`config.mk`:
```
export PLATFORM = sky130hd
export DESIGN_NAME = serial_adder
export DESIGN_NICKNAME = d
export VERILOG_FILES = /design/src/rtl/serial_adder.sv
export SDC_FILE = /design/constraint.sdc
export NUM_CORES = 1
export LEC_CHECK = 0
export BUFFER_PORTS_ARGS = -buffer_cell sky130_fd_sc_hd__buf_2
export CAP_MARGIN = 20
export CORE_AREA = 2 2 64 66
export CTS_CLUSTER_DIAMETER = 200
export DETAILED_ROUTE_END_ITERATION = 10
export DIE_AREA = 0 0 66 68
export GPL_TIMING_DRIVEN = 0
export PLACE_DENSITY = 0.71
export SLEW_MARGIN = 20
export SYNTH_ARGS = -nofsm -noshare
export SYNTH_HDL_FRONTEND = slang
export SYNTH_SLANG_ARGS = --single-unit
export TNS_END_PERCENT = 30
```
`constraint.sdc`:
```
create_clock -name clk -period 2.2 [get_ports clk]
set_clock_uncertainty 0.15 [all_clocks]
set_input_delay 0.11 -clock clk [delete_from_list [all_inputs] [get_ports clk]]
set_output_delay 0.11 -clock clk [all_outputs]
set_load 0.05 [all_outputs]
```
`src/rtl/serial_adder.sv`:
```
// Bit-serial LSB-first adder: one full-adder cell plus a carry flop, behind a
// start/busy/done handshake. Result appears WIDTH cycles after the accepting edge.
module serial_adder #(
    parameter int unsigned WIDTH = 8
) (
    input  logic             clk,
    input  logic             rst,
    input  logic             start,
    input  logic [WIDTH-1:0] a,
    input  logic [WIDTH-1:0] b,
    input  logic             cin,
    output logic             busy,
    output logic             done,
    output logic [WIDTH-1:0] sum,
    output logic             cout
);

    localparam int unsigned CW = $clog2(WIDTH) + 1;

    typedef enum logic [1:0] {
        IDLE,
        RUN,
        DONE
    } state_t;

    state_t           state_q, state_d;
    logic [WIDTH-1:0] sa_q, sa_d, sb_q, sb_d;
    logic [WIDTH-1:0] acc_q, acc_d, sum_q, sum_d;
    logic [CW-1:0]    cnt_q, cnt_d;
    logic             carry_q, carry_d, cout_q, cout_d;
    logic             busy_q, busy_d, done_q, done_d;

    logic ha1_s, ha1_c, ha2_c, fa_s, fa_c;

    // Full adder built from two half adders with their carries ORed.
    always_comb begin
        ha1_s = sa_q[0] ^ sb_q[0];
        ha1_c = sa_q[0] & sb_q[0];
        fa_s  = ha1_s ^ carry_q;
        ha2_c = ha1_s & carry_q;
        fa_c  = ha1_c | ha2_c;
    end

    always_comb begin
        state_d = state_q;
        sa_d    = sa_q;
        sb_d    = sb_q;
        acc_d   = acc_q;
        sum_d   = sum_q;
        cnt_d   = cnt_q;
        carry_d = carry_q;
        cout_d  = cout_q;

        case (state_q)
            IDLE, DONE: begin
                if (start) begin
                    sa_d    = a;
                    sb_d    = b;
                    carry_d = cin;
                    cnt_d   = '0;
                    acc_d   = '0;
                    state_d = RUN;
                end else begin
                    state_d = IDLE;
                end
            end
            RUN: begin
                sa_d             = sa_q >> 1;
                sb_d             = sb_q >> 1;
                acc_d            = acc_q >> 1;
                acc_d[WIDTH-1]   = fa_s;
                carry_d          = fa_c;
                cnt_d            = cnt_q + CW'(1);
                if (cnt_q == CW'(WIDTH - 1)) begin
                    sum_d   = acc_d;
                    cout_d  = fa_c;
                    state_d = DONE;
                end
            end
            default: state_d = IDLE;
        endcase

        // Status flags are registered from the next state so outputs come straight off flops.
        busy_d = (state_d == RUN);
        done_d = (state_d == DONE);
    end

    always_ff @(posedge clk or posedge rst) begin
        if (rst) begin
            state_q <= IDLE;
            sa_q    <= '0;
            sb_q    <= '0;
            acc_q   <= '0;
            sum_q   <= '0;
            cnt_q   <= '0;
            carry_q <= 1'b0;
            cout_q  <= 1'b0;
            busy_q  <= 1'b0;
            done_q  <= 1'b0;
        end else begin
            state_q <= state_d;
            sa_q    <= sa_d;
            sb_q    <= sb_d;
            acc_q   <= acc_d;
            sum_q   <= sum_d;
            cnt_q   <= cnt_d;
            carry_q <= carry_d;
            cout_q  <= cout_d;
            busy_q  <= busy_d;
            done_q  <= done_d;
        end
    end

    assign busy = busy_q;
    assign done = done_q;
    assign sum  = sum_q;
    assign cout = cout_q;

endmodule

```
Word-level counts from Yosys, hierarchy flattened
Cells that the tools add are included.

Register bits after elaboration: 42. Input bits: 20. Word-level logic and storage cells: 40.

Add/subtract/negate cells: 1. Equality and inequality tests: 6. Muxes and demuxes: 13. Bitwise operators: 5. Reduce and logical (&&, ||, !) cells: 5.

Operators by type and width (number): 8-bit case mux with 2 select lines (3); 8-bit 2-to-1 mux (3); 4-bit case mux with 2 select lines (1); 4-bit by 1-bit adder with 4-bit output, second input constant (1); 2-bit by 1-bit == test with 1-bit output, second input constant (2); 2-bit == test, second input constant (2); 4-bit by 3-bit == test with 1-bit output, second input constant (1); 4-bit 2-to-1 mux (1); 2-bit case mux with 2 select lines (1); 2-bit AND reduction (2); 1-bit bitwise AND (2); 2-bit zero test (1); 1-bit 2-to-1 mux (2); 2-bit 2-to-1 mux (1); 2-bit != test, second input constant (1); 1-bit case mux with 2 select lines (1); 2-bit nonzero test (1); 2-bit OR reduction (1); 1-bit XOR (2); 1-bit OR (1).

Longest topological paths before layout
Depth in word-level cells: 4. Depth in mapped cells: 5.

Worst setup path after synthesis
OpenSTA, ideal clock, no wires.

Path kind: register to register. Start: register state_q[1]. End: register sum_q[0], in the netlist sum[0]. Arrival time: 1.348 ns. Required time: 1.925 ns. Slack: 0.578 ns. Cell stages (with the launch flop): 5. Path buffers: 1. Period minus slack after synthesis: 1.622 ns. Path through: dfrtp_1 -> nand2b_1 -> buf_6 -> nor3_4 -> mux2_2.

Word-level cells in the longest chain between the ends: 2.

Ends and longest elaborated chain: start: declaration (RTL line 26) `state_t state_q, state_d;`; start signal: assignment (RTL line 101) `state_q <= state_d;`; 2-bit by 1-bit == test with 1-bit output (RTL line 54) `case (state_q)`; 2-bit AND reduction (no source line); end signal: assignment (RTL line 105) `sum_q <= sum_d;`; end: declaration (RTL line 28) `logic [WIDTH-1:0] acc_q, acc_d, sum_q, sum_d;`.

No other way between the ends. A chain may end at the register's enable or synchronous reset.

Final worst setup path
Start: register cnt_q[0]. End: register sum_q[3], in the netlist sum[3].

Word-level cells in the longest chain between the ends: 2.

Ends and longest elaborated chain: start: declaration (RTL line 29) `logic [CW-1:0] cnt_q, cnt_d;`; start signal: assignment (RTL line 106) `cnt_q <= cnt_d;`; 4-bit by 3-bit == test with 1-bit output (RTL line 74) `if (cnt_q == CW'(WIDTH - 1)) begin`; 2-bit AND reduction (no source line).

No other way between the ends.

==> key figures <==
Status
  – Status: completed

Worst setup path
  – Buf+Inv Stages, Crit Path: 0
  – WP depth: 4
  – WP data arrival: 1.83 ns
  – Reg-to-Reg End: sum[3]
  – Critical path's largest stage delay: 0.44 ns
  – Crit path to: sum[3]
  – Crit path launch type: flop
  – Worst R2R Start: cnt_q[0]
  – Critical Path RT: about 2.2 ns
  – Worst-path cell chain: ha_1 -> nand2_1 -> nor3_4 -> mux2_2
  – CP Max Fanout: 10
  – Crit path kind: reg2reg
  – CP max-delay cell: nor3_4
  – Reg2Reg Setup Slack: about 0.40 ns
  – Cell family with most CP delay: simple AND/OR/NAND/NOR gates
  – Worst reg2reg path depth: 4
  – CP Launch Point: cnt_q[0]
  – Crit end category: flop

Clock network
  – TritonCTS clock tree: done
  – Setup bufs post-CTS: 0
  – Post-cts resize count: 0
  – Clk buf depth: 2
  – Clock sink total: 41
  – H-Tree Depth: 2
  – Root Driver: clkbuf_8
  – Number of buffers created by CTS: 5
  – Worst-skew pair later-pin latency: between 0.2 and 0.3 ns
  – Hold buffers post-CTS: 18
  – Register clock-pin slew on the reported worst setup and hold paths: about 0.070 ns

Synth
  – Syn Inst Count: 138
  – Xor and xnor area share after synthesis: 0.5224%
  – Syn Nets: 160
  – Synth Area in Simple Gates: 12.01%
  – Main combinational cell family by area after synthesis: compound AO/OA/AOI/OAI gates
  – Ys flop type: dfrtp_1
  – Synth Area in Compound Gates: 13.21%
  – Synth async-reset ratio: 100.0%
  – Seq/Total Area, Yosys: 61.19%
  – Netlist cell types: 25
  – Area leader, netlist: dfrtp_1
  – Mapped Area: ~1700 um2
  – Post-synth EDFFs: 0
  – Adder-cell share of the synthesized area: 1.940%
  – Yosys top cell area share: 61.19%
  – Synth top area cells: dfrtp_1 61%, a22oi_1 5.4%, a22o_1 5.2%
  – Multiplexer area fraction after synthesis: 7.090%
  – Synthesis Warnings: 0
  – Yosys reg bits: about 40
  – Post-Syn Area per Cell: 12.15 um2

Cells and area
  – P&R area growth vs syn: 32.01%
  – Nets: 216
  – FILL cells: 313
  – Share of layout cells above drive strength 1: a little over a quarter
  – N_diodes: 0

Detailed routing
  – Via count: 1275
  – Residual DRC: 0
  – DRT Wirelength: 3587 um
  – ANT nets after route: 0
  – Mean routed wirelength per cell: 14.64 um
  – DRT iter0 DRCs: 89
  – Drt pass-1 iters: 4
  – Drt via density: around 5.2

STA
  – Min cycle time layout: roughly 1.8 ns
  – Endpoints failing hold: 0
  – RSZ-0062 raised after global routing: no
  – Final setup viols: 0
  – Worst-margin pin slew: 0.5332 ns
  – Setup_tns: 0 ns
  – Highest clock rate: between 500 and 600 MHz
  – Slew Viols, Final: 0
  – Rel. slew slack: 64.34%
  – Tcrit/Tclk final: 81.74%

Hold path
  – Class of the worst hold path: in2reg
  – Hold Crit Depth: 4

Die
  – Die width: approximately 66 um
  – Die area: approximately 4500 um2
  – I/O pins: 31
  – Starting Density: a little over two fifths
  – Core Rows: 23
  – Core Area: about 3900 um2
  – Die H: between 60 and 70 um

Power and ir drop
  – Total net switching power: 0.001291 W
  – Int Pwr: 0.001972 W
  – Comb power frac: 42.0%
  – Seq pwr share: 39.2%
  – Sw Ratio: 39.56%
  – Pwr/cell area: 1475 nW/um2
  – Tot Pwr: 0.003264 W
  – Max IR drop VDD: 0.0006333 V
  – Clock Power Share: about a fifth
  – Leakage: 1.083 nW

GRT
  – Tot GR Track Use: a little under a fifth
  – Initial antenna violation count: 0
  – Grt ovf: 0
  – Largest net degree at the start of global routing: 23
  – First-pass GRT wire length: roughly 6000 um
  – Number of global-route vias before repair: roughly 1300

Placement
  – IO Port Bufs: 30
  – Detail Placement HPWL: 2495 um
  – Gpl congestion: between 0.7 and 0.8

Run
  – MaxCap Viol Count: 0
==> how the worst min path moves through the flow <==
stage / slack, ns / start / endpoint
floorplan: 0.09 / a[1] / sa_q[1]
global placement: 0.18 / b[4] / sb_q[4]
detailed placement: 0.01 / rst / sum[0]
CTS: 0.11 / start / sa_q[5]
global route: 0.15 / start / sa_q[5]
finish: 0.11 / start / sa_q[5]
==> synth_stat cells (2+ instances only) <==
cell	n
dfrtp_1	41
nand2_1	16
a22oi_1	12
nand3_1	12
a22o_1	10
mux2_2	7
inv_1	6
clkbuf_1	4
mux2i_1	4
a221o_1	3
buf_2	3
nor2_1	3
nor3_1	3
nand2b_1	2
nor2b_1	2
==> cell families after synthesis <==
| kind of cell | Yosys count |
|---|---|
| xor gates and xnor gates | 1 |
| and+or+nand+nor | 41 |
| AOI/OAI and AO/OA | 27 |
| buffers and inverters | 15 |
| adders and majority gates | 2 |
| muxes | 11 |
| DFF | 41 |
==> power groups by stage <==
stage                     clock (W)  sequential (W)  combinational, W
after global placement            0         0.00127           0.00130
after global routing       0.000659         0.00132           0.00152
after floorplan                   0         0.00154          0.000761
final                      0.000614         0.00128           0.00137
after detailed placement          0         0.00129           0.00136
after CTS                  0.000625         0.00128           0.00139
==> placed cells by master (no fill, tap or decap), drive strengths merged, types with 3 or more instances in the layout <==
cell | Yosys | routed
nand3 | 12 | 12
inv | 6 | 6
a221o | 3 | 3
buf | 5 | 36
a22oi | 12 | 12
clkbuf | 4 | 11
dfrtp | 41 | 41
nor3 | 4 | 4
nand2 | 16 | 16
dlygate4sd3 | 0 | 18
a22o | 10 | 10
mux2 | 7 | 7
nor2 | 3 | 3
mux2i | 4 | 4
==> sequential cells by signal, indices dropped and copies added (netlist names) <==
signal and count:
sa_q 8, sb_q 8, sum 8, acc_q 7, cnt_q 4, state_q 2, busy 1, carry_q 1
cout 1, done 1
==> layer usage <==
layer  share of wire [%]  global-route usage, %  vias to the layer above
met4                 1.8                  7.653                        0
met3                 4.2                  3.454                        8
met5                   0                      0                        -
met2                  51                  32.95                       32
li1                    -                      -                      604
met1                  43                  21.31                      631
==> worst min-delay path, stage by stage <==
cell and delay (ns):
buf_2 0.09, nand2b_1 0.15, nand3_1 0.13, nand2_1 0.05
==> through the flow <==
| step | cell area (um2) | cells | utilization, % | hold WS (ns) | worst slack [ns] |
|---|---|---|---|---|---|
| after floorplan | 1677 | 138 | - | 0.08811 | 0.5775 |
| after global placement | 1889 | 218 | 48.99 | 0.1785 | 0.4433 |
| after detailed placement | 1917 | 219 | 49.71 | 0.01091 | 0.3941 |
| after CTS | 2213 | 245 | 57.40 | 0.1078 | 0.3813 |
| after global routing | 2213 | 245 | 57.40 | 0.1471 | 0.2565 |
| final | 2213 | 245 | 57.40 | 0.1130 | 0.4017 |
==> cell type report <==
| type | instances | area (um2) | share of cell area (%) |
|---|---|---|---|
| repair buffers | 49 | 357.8 | 16.17 |
| inverters | 6 | 22.52 | 1.018 |
| multi-input cells | 82 | 583.1 | 26.34 |
| clock inverters | 1 | 30.03 | 1.357 |
| well taps | 50 | 62.56 | 2.826 |
| flip-flops and latches | 41 | 1026 | 46.35 |
| plain buffers | 9 | 45.04 | 2.035 |
| clock buffers | 7 | 86.33 | 3.901 |
No activity file was read; power rests on OpenSTA's default activity.
